==> config.mk <==
export PLATFORM = sky130hd
export DESIGN_NAME = scan_test_controller
export DESIGN_NICKNAME = d
export VERILOG_FILES = /design/src/rtl/scan_test_controller.sv
export SDC_FILE = /design/constraint.sdc
export NUM_CORES = 1
export LEC_CHECK = 0
export BUFFER_PORTS_ARGS = -buffer_cell sky130_fd_sc_hd__buf_4
export CORE_MARGIN = 4
export CORE_UTILIZATION = 54
export DETAILED_ROUTE_END_ITERATION = 16
export PLACE_DENSITY = 0.81
export SYNTH_ARGS = -nofsm -noshare
export SYNTH_HDL_FRONTEND = slang
export SYNTH_SLANG_ARGS = --single-unit
==> constraint.sdc <==
create_clock -name clk -period 2.19 [get_ports clk]
set_input_delay 0.219 -clock clk [delete_from_list [all_inputs] [get_ports clk]]
set_output_delay 0.219 -clock clk [all_outputs]
set_load 0.05 [all_outputs]
==> src/rtl/scan_test_controller.sv <==
// Scan test sequencer: loads a pattern, runs functional capture cycles,
// then unloads the chain and compares the response against an expected vector.
module scan_test_controller #(
    parameter int CHAIN_LEN  = 4,
    parameter int CAP_CYCLES = 1
) (
    input  logic                           clk,
    input  logic                           reset,
    input  logic                           start,
    input  logic [CHAIN_LEN-1:0]           pattern,
    input  logic [CHAIN_LEN-1:0]           expected,
    input  logic                           scan_out,
    output logic                           scan_en,
    output logic                           scan_in,
    output logic                           busy,
    output logic                           done,
    output logic                           pass,
    output logic [$clog2(CHAIN_LEN+1)-1:0] mismatch_cnt
);

    localparam int MW   = $clog2(CHAIN_LEN + 1);
    localparam int CMAX = (CHAIN_LEN > CAP_CYCLES) ? CHAIN_LEN : CAP_CYCLES;
    localparam int CW   = $clog2(CMAX);

    localparam logic [CW-1:0] LOAD_LAST = CW'(CHAIN_LEN - 1);
    localparam logic [CW-1:0] CAP_LAST  = CW'(CAP_CYCLES - 1);
    localparam logic [MW-1:0] CNT_SAT   = MW'(CHAIN_LEN);

    typedef enum logic [2:0] {
        IDLE,
        LOAD,
        CAPTURE,
        UNLOAD,
        DONE
    } state_t;

    state_t               state;
    logic [CW-1:0]        cnt;
    logic [CHAIN_LEN-1:0] pat_sr;
    logic [CHAIN_LEN-1:0] exp_sr;
    logic                 mis;
    logic [MW-1:0]        cnt_next;

    // Chain tail arrives MSB first, so the expected vector is consumed from the top.
    always_comb begin
        mis      = scan_out ^ exp_sr[CHAIN_LEN-1];
        cnt_next = mismatch_cnt;
        if (mis && (mismatch_cnt != CNT_SAT)) begin
            cnt_next = mismatch_cnt + MW'(1);
        end
    end

    always_ff @(posedge clk or posedge reset) begin
        if (reset) begin
            state        <= IDLE;
            cnt          <= '0;
            pat_sr       <= '0;
            exp_sr       <= '0;
            scan_en      <= 1'b0;
            scan_in      <= 1'b0;
            busy         <= 1'b0;
            done         <= 1'b0;
            pass         <= 1'b0;
            mismatch_cnt <= '0;
        end else begin
            unique case (state)
                IDLE: begin
                    done    <= 1'b0;
                    scan_en <= 1'b0;
                    scan_in <= 1'b0;
                    if (start) begin
                        state        <= LOAD;
                        cnt          <= LOAD_LAST;
                        pat_sr       <= {pattern[CHAIN_LEN-2:0], 1'b0};
                        exp_sr       <= expected;
                        scan_en      <= 1'b1;
                        scan_in      <= pattern[CHAIN_LEN-1];
                        busy         <= 1'b1;
                        pass         <= 1'b0;
                        mismatch_cnt <= '0;
                    end
                end
                LOAD: begin
                    if (cnt == '0) begin
                        state   <= CAPTURE;
                        cnt     <= CAP_LAST;
                        scan_en <= 1'b0;
                        scan_in <= 1'b0;
                    end else begin
                        cnt     <= cnt - CW'(1);
                        scan_in <= pat_sr[CHAIN_LEN-1];
                        pat_sr  <= {pat_sr[CHAIN_LEN-2:0], 1'b0};
                    end
                end
                CAPTURE: begin
                    if (cnt == '0) begin
                        state   <= UNLOAD;
                        cnt     <= LOAD_LAST;
                        scan_en <= 1'b1;
                        scan_in <= 1'b0;
                    end else begin
                        cnt <= cnt - CW'(1);
                    end
                end
                UNLOAD: begin
                    mismatch_cnt <= cnt_next;
                    exp_sr       <= {exp_sr[CHAIN_LEN-2:0], 1'b0};
                    if (cnt == '0) begin
                        state   <= DONE;
                        scan_en <= 1'b0;
                        busy    <= 1'b0;
                        done    <= 1'b1;
                        pass    <= (cnt_next == '0);
                    end else begin
                        cnt <= cnt - CW'(1);
                    end
                end
                DONE: begin
                    state <= IDLE;
                    done  <= 1'b0;
                end
                default: begin
                    state <= IDLE;
                end
            endcase
        end
    end

endmodule

; After elaboration in Yosys (flattened, before gate mapping)
; Index checks and enable logic that the tools add are counted.
[totals]
reg_bits = 21
latchBits = 0
ramBits = 0
romBits = 0
in_bits = 12
out_inout_bits = 8
elab_cells = 76
mem_count = 0
[classes]
addsub = 2
mul = 0
n_div = 0
order_cmp = 0
eq_ne = 12
n_shift = 0
mux = 31
bitwise_logic = 1
n_reduce_logical = 20
[ops]
columns = cell, count
row1 = 2-to-1 mux 3 bit, 6
row2 = one-hot mux 4 bit (2 select lines), 2
row3 = 2-to-1 mux 4 bit, 3
row4 = "inequality test 2 bit, second input constant", 6
row5 = one-hot mux 3 bit (4 select lines), 1
row6 = AND reduction 3 bit, 4
row7 = 2-to-1 mux 1 bit, 8
row8 = 2-to-1 mux 2 bit, 4
row9 = one-hot mux 2 bit (4 select lines), 1
row10 = "equality test 3 x 2 -> 1 bit, second input constant", 2
row11 = logical NOT 3 bit, 2
row12 = one-hot mux 1 bit (2 select lines), 3
row13 = one-hot mux 1 bit (3 select lines), 2
row14 = one-hot mux 3 bit (2 select lines), 1
row15 = AND reduction 2 bit, 3
row16 = nonzero test 2 bit, 3
row17 = nonzero test 3 bit, 2
row18 = AND reduction 4 bit, 1
row19 = nonzero test 4 bit, 1
row20 = OR reduction 2 bit, 2
row21 = "adder 3 x 1 -> 3 bit, second input constant", 1
row22 = "equality test 3 x 1 -> 1 bit, second input constant", 1
row23 = "equality test 3 bit, second input constant", 1
row24 = "inequality test 3 bit, second input constant", 1
row25 = 5 further kinds, 5

; Longest topological paths before layout
; Gate-level depths: netlist of the first run.
[depth]
depth_word = 6
mapped_depth = 6
mapped_depth_nobuf = 6

; Worst setup path after synthesis of the first run
; Ideal clock, no wire load.
[synth_path]
kind = reg-to-reg
start = reg mismatch_cnt[0]
end = reg pass
setup_time_ps = 120
arrival_time_ps = 1796
required_time_ps = 2070
slack_ps = 274
path_stages_with_launch = 6
n_path_buf = 0
period_less_slack_ps = 1916
cell_sequence = dfrtp_1 -> inv_1 -> ha_1 -> a21boi_2 -> mux2_2 -> a31o_2
[synth_between]
elab_chain_len = 6
elab_cells_between_ends = 7
cone_classes = 1 x add/sub / 1 x eq/ne / 3 x mux / 2 x reduce/logical
[synth_lines]
columns = item, line_no
row1 = "start, declared", 18  ; output logic [$clog2(CHAIN_LEN+1)-1:0] mismatch_cnt
row2 = "start signal, assigned", 106  ; mismatch_cnt <= cnt_next;
row3 = branches (longest 2 deep; another with adder 3 x 1 -> 3 bit), --
row4 = 2-to-1 mux 3 bit *, 48  ; if (mis && (mismatch_cnt != CNT_SAT)) begin
row5 = logical NOT 3 bit *, 113  ; pass <= (cnt_next == '0);
row6 = 2-to-1 mux 1 bit *, 108  ; if (cnt == '0) begin
row7 = one-hot mux 1 bit (2 select lines) *, 66  ; unique case (state)
row8 = "end signal, assigned", 113
row9 = "end, declared", 17  ; output logic pass,
; Mark *: on every way between the ends. The select of a mux whose other input is x is not followed.
; A chain may end at the register's enable or synchronous reset.

; Worst setup path after layout of the first run
; Ends and elaborated chain as after synthesis.

==> results.py, run 1 <==
metrics = {
    "outcome": {
        "status": "finished clean",
    },
    "synth": {
        "synth_compound_area_share_pct": 20.7,
        "synth.mux.area_fraction_pct": 3.70,
        "synth_top_family_by_area": "compound AO/OA/AOI/OAI gates",
        "synth_area_mm2": 0.00111,
        "synth_flop_cell": "dfrtp_1",
        "synthAdderAreaFrac_pct": 5.61,
        "synth_simple_gate_area_share_pct": 17.6,
        "async_reset_ff_share_pct": 100,
        "synthCells": 116,
        "synth-seq-cells": 20,
        "yosysWarnings": 0,
        "yosys.area_share.xor_xnor_pct": 1.57,
        "syn_nets": 133,
        "synth_edf_count": 0,
        "synth.avg_cell_area_um2": 9.61,
        "synth-seq-area-share_pct": 44.9,
        "ys_types": 35,
    },
    "clock_network": {
        "clk_path_buf_depth": 2,
        "h-tree-depth": 1,
        "post_cts_buffers": 0,
        "clkTransAtPathRegs_ns": 0.11,
        "cts_made_buffers": 3,
        "cts_hold_buffers": 0,
        "clk_latency_ns": 0.29,
        "cts_tree": "yes",
        "clock_sinks": 20,
        "cts_root_buf": "clkbuf_4",
        "cts_resized": 0,
    },
    "setup_path": {
        "ff2ff_path_depth": 5,
        "end_kind": "flop",
        "critPathLaunchType": "flop",
        "critPathArrivalTime_ns": 1.84,
        "ff2ff_setup_slack_ns": 0.54,
        "r2r_start": "mismatch_cnt[0]$_DFFE_PP0P_",
        "startpoint": "mismatch_cnt[0]$_DFFE_PP0P_",
        "path_max_fanout": 5,
        "path_class": "flop to flop",
        "worst_r2r_endpoint": "pass$_DFFE_PP0P_",
        "critical_path.top_delay_family": "compound AO/OA/AOI/OAI gates",
        "path_cells": "inv_1 -> ha_1 -> a21boi_2 -> mux2_2 -> a31o_2",
        "required_ns": 2.38,
        "slowest_delay_ns": 0.43,
        "cp_slowest_cell": "dfrtp_1",
        "crit_buf_inv": 1,
    },
    "drt": {
        "drt_first_pass_iters": 4,
        "wl_mm": 2.08,
        "drtAntennaViolNets": 0,
        "num_vias": 877,
        "drcViolationCount": 0,
        "avgViaCountPerCell": 5.41,
        "drt_iter0_drc": 20,
        "routedWlPerCell_um": 12.8,
    },
    "pwr": {
        "cellPowerDensity_mw_per_mm2": 1550,
        "ir_worst_vdd_mv": 0.940,
        "power_leakage_uw": 0.000620,
    },
    "final_layout": {
        "post-route-util_pct": 66.6,
        "fin_nets": 154,
        "fin_cells": 162,
        "nFillCells": 175,
        "drive_gt1_share_pct": 23.7,
        "regArea_um2": 500,
        "stdcell_area_mm2": 0.00131,
        "diodes": 0,
        "multi_input_area_um2": 548,
        "area_growth_pct": 17.3,
    },
    "placed_design": {
        "dp_cells": 159,
        "placed_cell_area_mm2": 0.00128,
        "io_buffers": 19,
        "dp_hpwl_mm": 1.54,
        "gp_congestion": 0.801,
    },
    "floorplan": {
        "core-area_mm2": 0.00196,
        "io_pins": 20,
        "num_rows": 16,
        "dieArea_mm2": 0.00286,
        "start_util_pct": 56.8,
        "fp.dieH_um": 53.4,
        "die_x_um": 53.4,
    },
    "hold_path": {
        "min_path_type": "input port to asynchronous set/reset pin",
    },
    "sta": {
        "skew_ns": 0.00745,
        "rsz0062_at_grt": "false",
        "fin_crit_ns": 1.65,
        "hold_ws_ns": 0.0487,
        "tightestPinTransition_ns": 0.760,
        "setup_tns_ns": 0,
        "slew_headroom_pct": 49.3,
        "setup_violations": 0,
        "finalHoldViolCount": 0,
        "maxSlewViolCount": 0,
        "fin_crit_sh_pct": 75.5,
        "max_freq_mhz": 605,
    },
    "flow_run": {
        "maxCapViolCount": 0,
    },
    "global_route": {
        "antenna_found_initial": 0,
        "grt_pass1_wl_mm": 3.66,
        "gr-total-overflow": 0,
        "grt_pass1_vias": 853,
        "grt_max_degree": 21,
        "grt_usage_pct": 17.4,
    },
}
[kinds of logic after synthesis]
kind of cell	Yosys count
and+or+nand+nor	36
AOI/OAI and AO/OA	33
DFF	20
buffers and inverters	16
adders and majority gates	5
muxes	4
xor gates and xnor gates	2
[cells in the mapped netlist (2+ instances only)]
library cell / number / share of area [%]
a21oi_1: 9 / 4.0
nor3b_1: 4 / 2.7
o22ai_1: 3 / 1.7
mux2i_1: 3 / 2.7
nand2b_1: 2 / 1.1
buf_2: 5 / 2.2
nand3_1: 2 / 0.90
inv_1: 10 / 3.4
nor2_1: 16 / 5.4
ha_1: 5 / 5.6
nand2_1: 3 / 1.0
o21ai_0: 7 / 3.1
dfrtp_1: 20 / 45
xor2_1: 2 / 1.6
nor3_1: 2 / 0.90
a31oi_1: 4 / 2.2
[flip-flops by register name (all words and copies together), names as in the netlist]
register / count
scan_en: 1
pat_sr: 3
done: 1
busy: 1
mismatch_cnt: 3
state: 3
scan_in: 1
cnt: 2
pass: 1
exp_sr: 4
[worst register-to-register path, delay by kind of cell, from the launching register on]
| kind | cells | cell delay (ns) |
|---|---|---|
| flops | 1 | 0.43 |
| compound gates | 2 | 0.45 |
| mux | 1 | 0.36 |
| buf+inv | 1 | 0.09 |
| fa+ha+maj | 1 | 0.22 |
[cell usage in the layout (no fill, tap or decap)]
cell type  instances
a21oi_1            9
xor2_1             2
a31oi_1            4
mux2i_1            3
o31ai_1            1
and3b_1            1
nor2_1            16
nor3b_1            4
o22ai_1            3
nand2_1            3
or4_1              1
nand3b_2           1
and3_1             1
o21ai_0            7
nand2b_1           2
inv_1             10
a21boi_2           1
dfrtp_1           20
o21a_1             1
ha_1               5
a2111oi_4          1
a21o_1             1
or4b_1             1
o32ai_1            1
clkbuf_4           3
o22a_1             1
nand3_1            2
buf_4             22
mux2_2             1
a32o_1             1
nand3b_1           1
nor3_1             2
a31o_2             1
nand2_4            1
o21ai_2            1
[power breakdown]
part | leakage [µW] | switching (µW) | internal, µW
sequential | 0.000243 | 109 | 538
clock | 0.0000138 | 110 | 64.0
combinational | 0.000363 | 739 | 471
[worst max-delay path by stage]
stage,to,cells after the start
2_1_floorplan,pass$_DFFE_PP0P_,5
3_3_place_gp,pass$_DFFE_PP0P_,5
3_5_place_dp,pass$_DFFE_PP0P_,5
4_1_cts,pass$_DFFE_PP0P_,5
5_1_grt,pass$_DFFE_PP0P_,5
6_report,pass$_DFFE_PP0P_,5
[cell type report]
class                           instances  share of cell area (%)
Multi-Input combinational cell         80                    41.9
Sequential cell                        20                    38.3
Timing Repair Buffer                   22                    12.6
Inverter                               10                    2.87
Tap cell                               27                    2.58
Clock buffer                            3                    1.72
[stage by stage]
step | total power (µW) | setup slack [ns]
after global placement | 1820 | 0.600
after detailed placement | 1870 | 0.556
after floorplan | 1590 | 0.274
after CTS | 2040 | 0.527
after global routing | 2210 | 0.426
final | 2030 | 0.536
[metal layers]
layer / vias up / global-route usage, % / share of wire (%)
met4: 0 / 6.38 / 0.58
met2: 18 / 26.3 / 44
li1: 448 / - / -
met3: 2 / 2.54 / 3.5
met5: - / 0 / 0
met1: 409 / 24.9 / 52
Note: power is estimated with default switching activity, not from simulation.
==> run 2: changes to the inputs <==
==> constraint.sdc (replaced) <==
create_clock -name clk -period 1.6 [get_ports clk]
set_input_delay 0.16 -clock clk [delete_from_list [all_inputs] [get_ports clk]]
set_output_delay 0.16 -clock clk [all_outputs]
set_load 0.05 [all_outputs]
==> run 2 against run 1 <==
  * Via count grew 5.0%
  * Wire length is 11% higher
  * Sequential share of layout area down 2.2 points
  * Count of clock-buffer cells in the layout up 1
  * Global-route usage grew 1.4 points
  * Cell area is 6.6% higher
  * Critical path depth is 1 lower
  * Clock power grew 69%
  * Final cell count increased by 3.7%
  * Sequential power is 39% higher
  * Die area unchanged
  * First-iteration DRC count unchanged
==> results.py, run 2 (synthesized netlist as in run 1, its figures left out) <==
metrics = {
    "setup_path": {
        "critPathLaunchType": "flop",
        "critical_path.top_delay_family": "simple AND/OR/NAND/NOR gates",
        "r2r_start": "state[1]$_DFFE_PP0P_",
        "required_ns": 1.80,
        "path_cells": "or4b_4 -> nand2_4 -> o21ai_2 -> a32o_1",
        "ff2ff_path_depth": 4,
        "crit_buf_inv": 0,
        "cp_slowest_cell": "or4b_4",
        "end_kind": "flop",
        "slowest_delay_ns": 0.61,
        "path_max_fanout": 8,
        "path_class": "flop to flop",
        "ff2ff_setup_slack_ns": 0.12,
        "critPathArrivalTime_ns": 1.68,
        "startpoint": "state[1]$_DFFE_PP0P_",
        "worst_r2r_endpoint": "mismatch_cnt[1]$_DFFE_PP0P_",
    },
    "clock_network": {
        "h-tree-depth": 1,
        "clk_path_buf_depth": 2,
        "cts_root_buf": "clkbuf_4",
        "clk_latency_ns": 0.30,
        "clkTransAtPathRegs_ns": 0.11,
        "cts_tree": "yes",
        "clock_sinks": 20,
        "cts_made_buffers": 3,
    },
    "pwr": {
        "cellPowerDensity_mw_per_mm2": 2160,
        "ir_worst_vdd_mv": 1.31,
        "pwr-share-seq_pct": 29.8,
        "p_sw_uw": 1380,
        "share_comb_of_total_power_pct": 60.5,
        "power_leakage_uw": 0.000656,
        "p_int_uw": 1640,
        "p_clk_share_pct": 9.7,
        "swShare_pct": 45.7,
        "finalPower_uw": 3020,
    },
    "final_layout": {
        "post-route-util_pct": 71.0,
        "layout_commonest_cell": "buf_4",
        "final_cell_mix": "buf_4 (26), dfrtp_1 (18), nor2_1 (16), a21oi_1 (9), inv_1 (8)",
        "area_growth_pct": 25.0,
        "nFillCells": 159,
        "regArea_um2": 503,
        "fin_nets": 159,
        "largest_reg_flops": 4,
        "drive_gt1_share_pct": 31.2,
        "multi_input_area_um2": 578,
        "largest_register": "exp_sr",
        "diodes": 0,
    },
    "drt": {
        "drcViolationCount": 0,
        "num_vias": 921,
        "routedWlPerCell_um": 13.7,
        "avgViaCountPerCell": 5.48,
        "wl_mm": 2.31,
        "drt_first_pass_iters": 4,
        "drt_iter0_drc": 20,
        "drtAntennaViolNets": 0,
    },
    "global_route": {
        "antenna_found_initial": 0,
        "grt_max_degree": 21,
        "grt_pass1_vias": 870,
        "grt_pass1_wl_mm": 3.86,
        "grt_usage_pct": 18.8,
        "gr-total-overflow": 0,
    },
    "sta": {
        "maxSlewViolCount": 0,
        "skew_ns": 0.000925,
        "setup_slack_ns": 0.122,
        "setup_violations": 0,
        "max_freq_mhz": 677,
        "rsz0062_at_grt": "false",
        "finalHoldViolCount": 0,
        "hold_ws_ns": 0.0978,
        "tightestPinTransition_ns": 0.480,
        "slew_headroom_pct": 67.7,
        "fin_crit_ns": 1.48,
        "fin_crit_sh_pct": 92.4,
    },
    "placed_design": {
        "post-place-ws_ns": 0.0157,
        "io_buffers": 19,
        "dp_hpwl_mm": 1.72,
        "gp_congestion": 0.845,
    },
    "floorplan": {
        "die_x_um": 53.4,
        "dieArea_mm2": 0.00286,
        "start_util_pct": 56.8,
        "core-area_mm2": 0.00196,
        "fp.dieH_um": 53.4,
        "num_rows": 16,
        "io_pins": 20,
    },
    "hold_path": {
        "whs_endpoint": "pat_sr[1]$_DFFE_PP0P_",
        "holdCritStartpoint": "pattern[0]",
        "min_path_cells": 3,
        "min_path_type": "input port to flop",
    },
    "flow_run": {
        "maxCapViolCount": 0,
    },
    "outcome": {
        "status": "finished clean",
    },
}
-- run 2: through the flow --
step | instances | TNS (ns) | instance area [µm²]
2_1_floorplan | 116 | -0.000667 | 1140
3_3_place_gp | 162 | 0 | 1330
3_5_place_dp | 162 | 0 | 1330
4_1_cts | 167 | 0 | 1380
5_1_grt | 168 | 0 | 1390
6_report | 168 | 0 | 1390
-- run 2: final cells by class --
cell class,instances,area share (%)
Clock buffer,4,2.60
Inverter,10,2.69
Multi-Input combinational cell,80,41.5
Sequential cell,20,36.1
Tap cell,27,2.42
Timing Repair Buffer,27,14.7
-- run 2: power by group through the flow --
stage | Combinational (µW) | Clock, µW | Sequential (µW)
finish | 1820 | 294 | 899
global route | 2000 | 315 | 933
CTS | 1800 | 304 | 901
detailed placement | 1790 | 0 | 910
global placement | 1720 | 0 | 892
floorplan | 1080 | 0 | 1170
-- run 2: worst max path at each step --
stage | to | slack, ns | cells past startpoint
finish | mismatch_cnt[1]$_DFFE_PP0P_ | 0.12 | 4
global route | pat_sr[3]$_DFFE_PP0P_ | 0.02 | 4
CTS | pat_sr[2]$_DFFE_PP0P_ | 0.07 | 5
detailed placement | mismatch_cnt[1]$_DFFE_PP0P_ | 0.02 | 4
global placement | mismatch_cnt[1]$_DFFE_PP0P_ | 0.06 | 4
floorplan | pass$_DFFE_PP0P_ | -0.0007 | 5
-- run 2: layer usage --
metal	share of wire [%]	vias up	global-route usage, %
met1	45	443	22.9
met2	51	19	32.2
li1	-	457	-
met5	0	-	0
met4	0.65	0	7.66
met3	3.5	2	3.38
-- run 2: timing repair --
item	4_1_cts	5_1_grt
pin swaps	0	1
gates resized for setup	1	1
setup endpoints to repair	1	6
buffers inserted	0	1
hold buffers	1	0
hold endpoints to repair	9	0
gates cloned	0	0
-- run 2: tightest hold or removal path, stage by stage --
cell and delay (ns):
buf_4 0.08, nand3b_1 0.06, o21ai_0 0.07
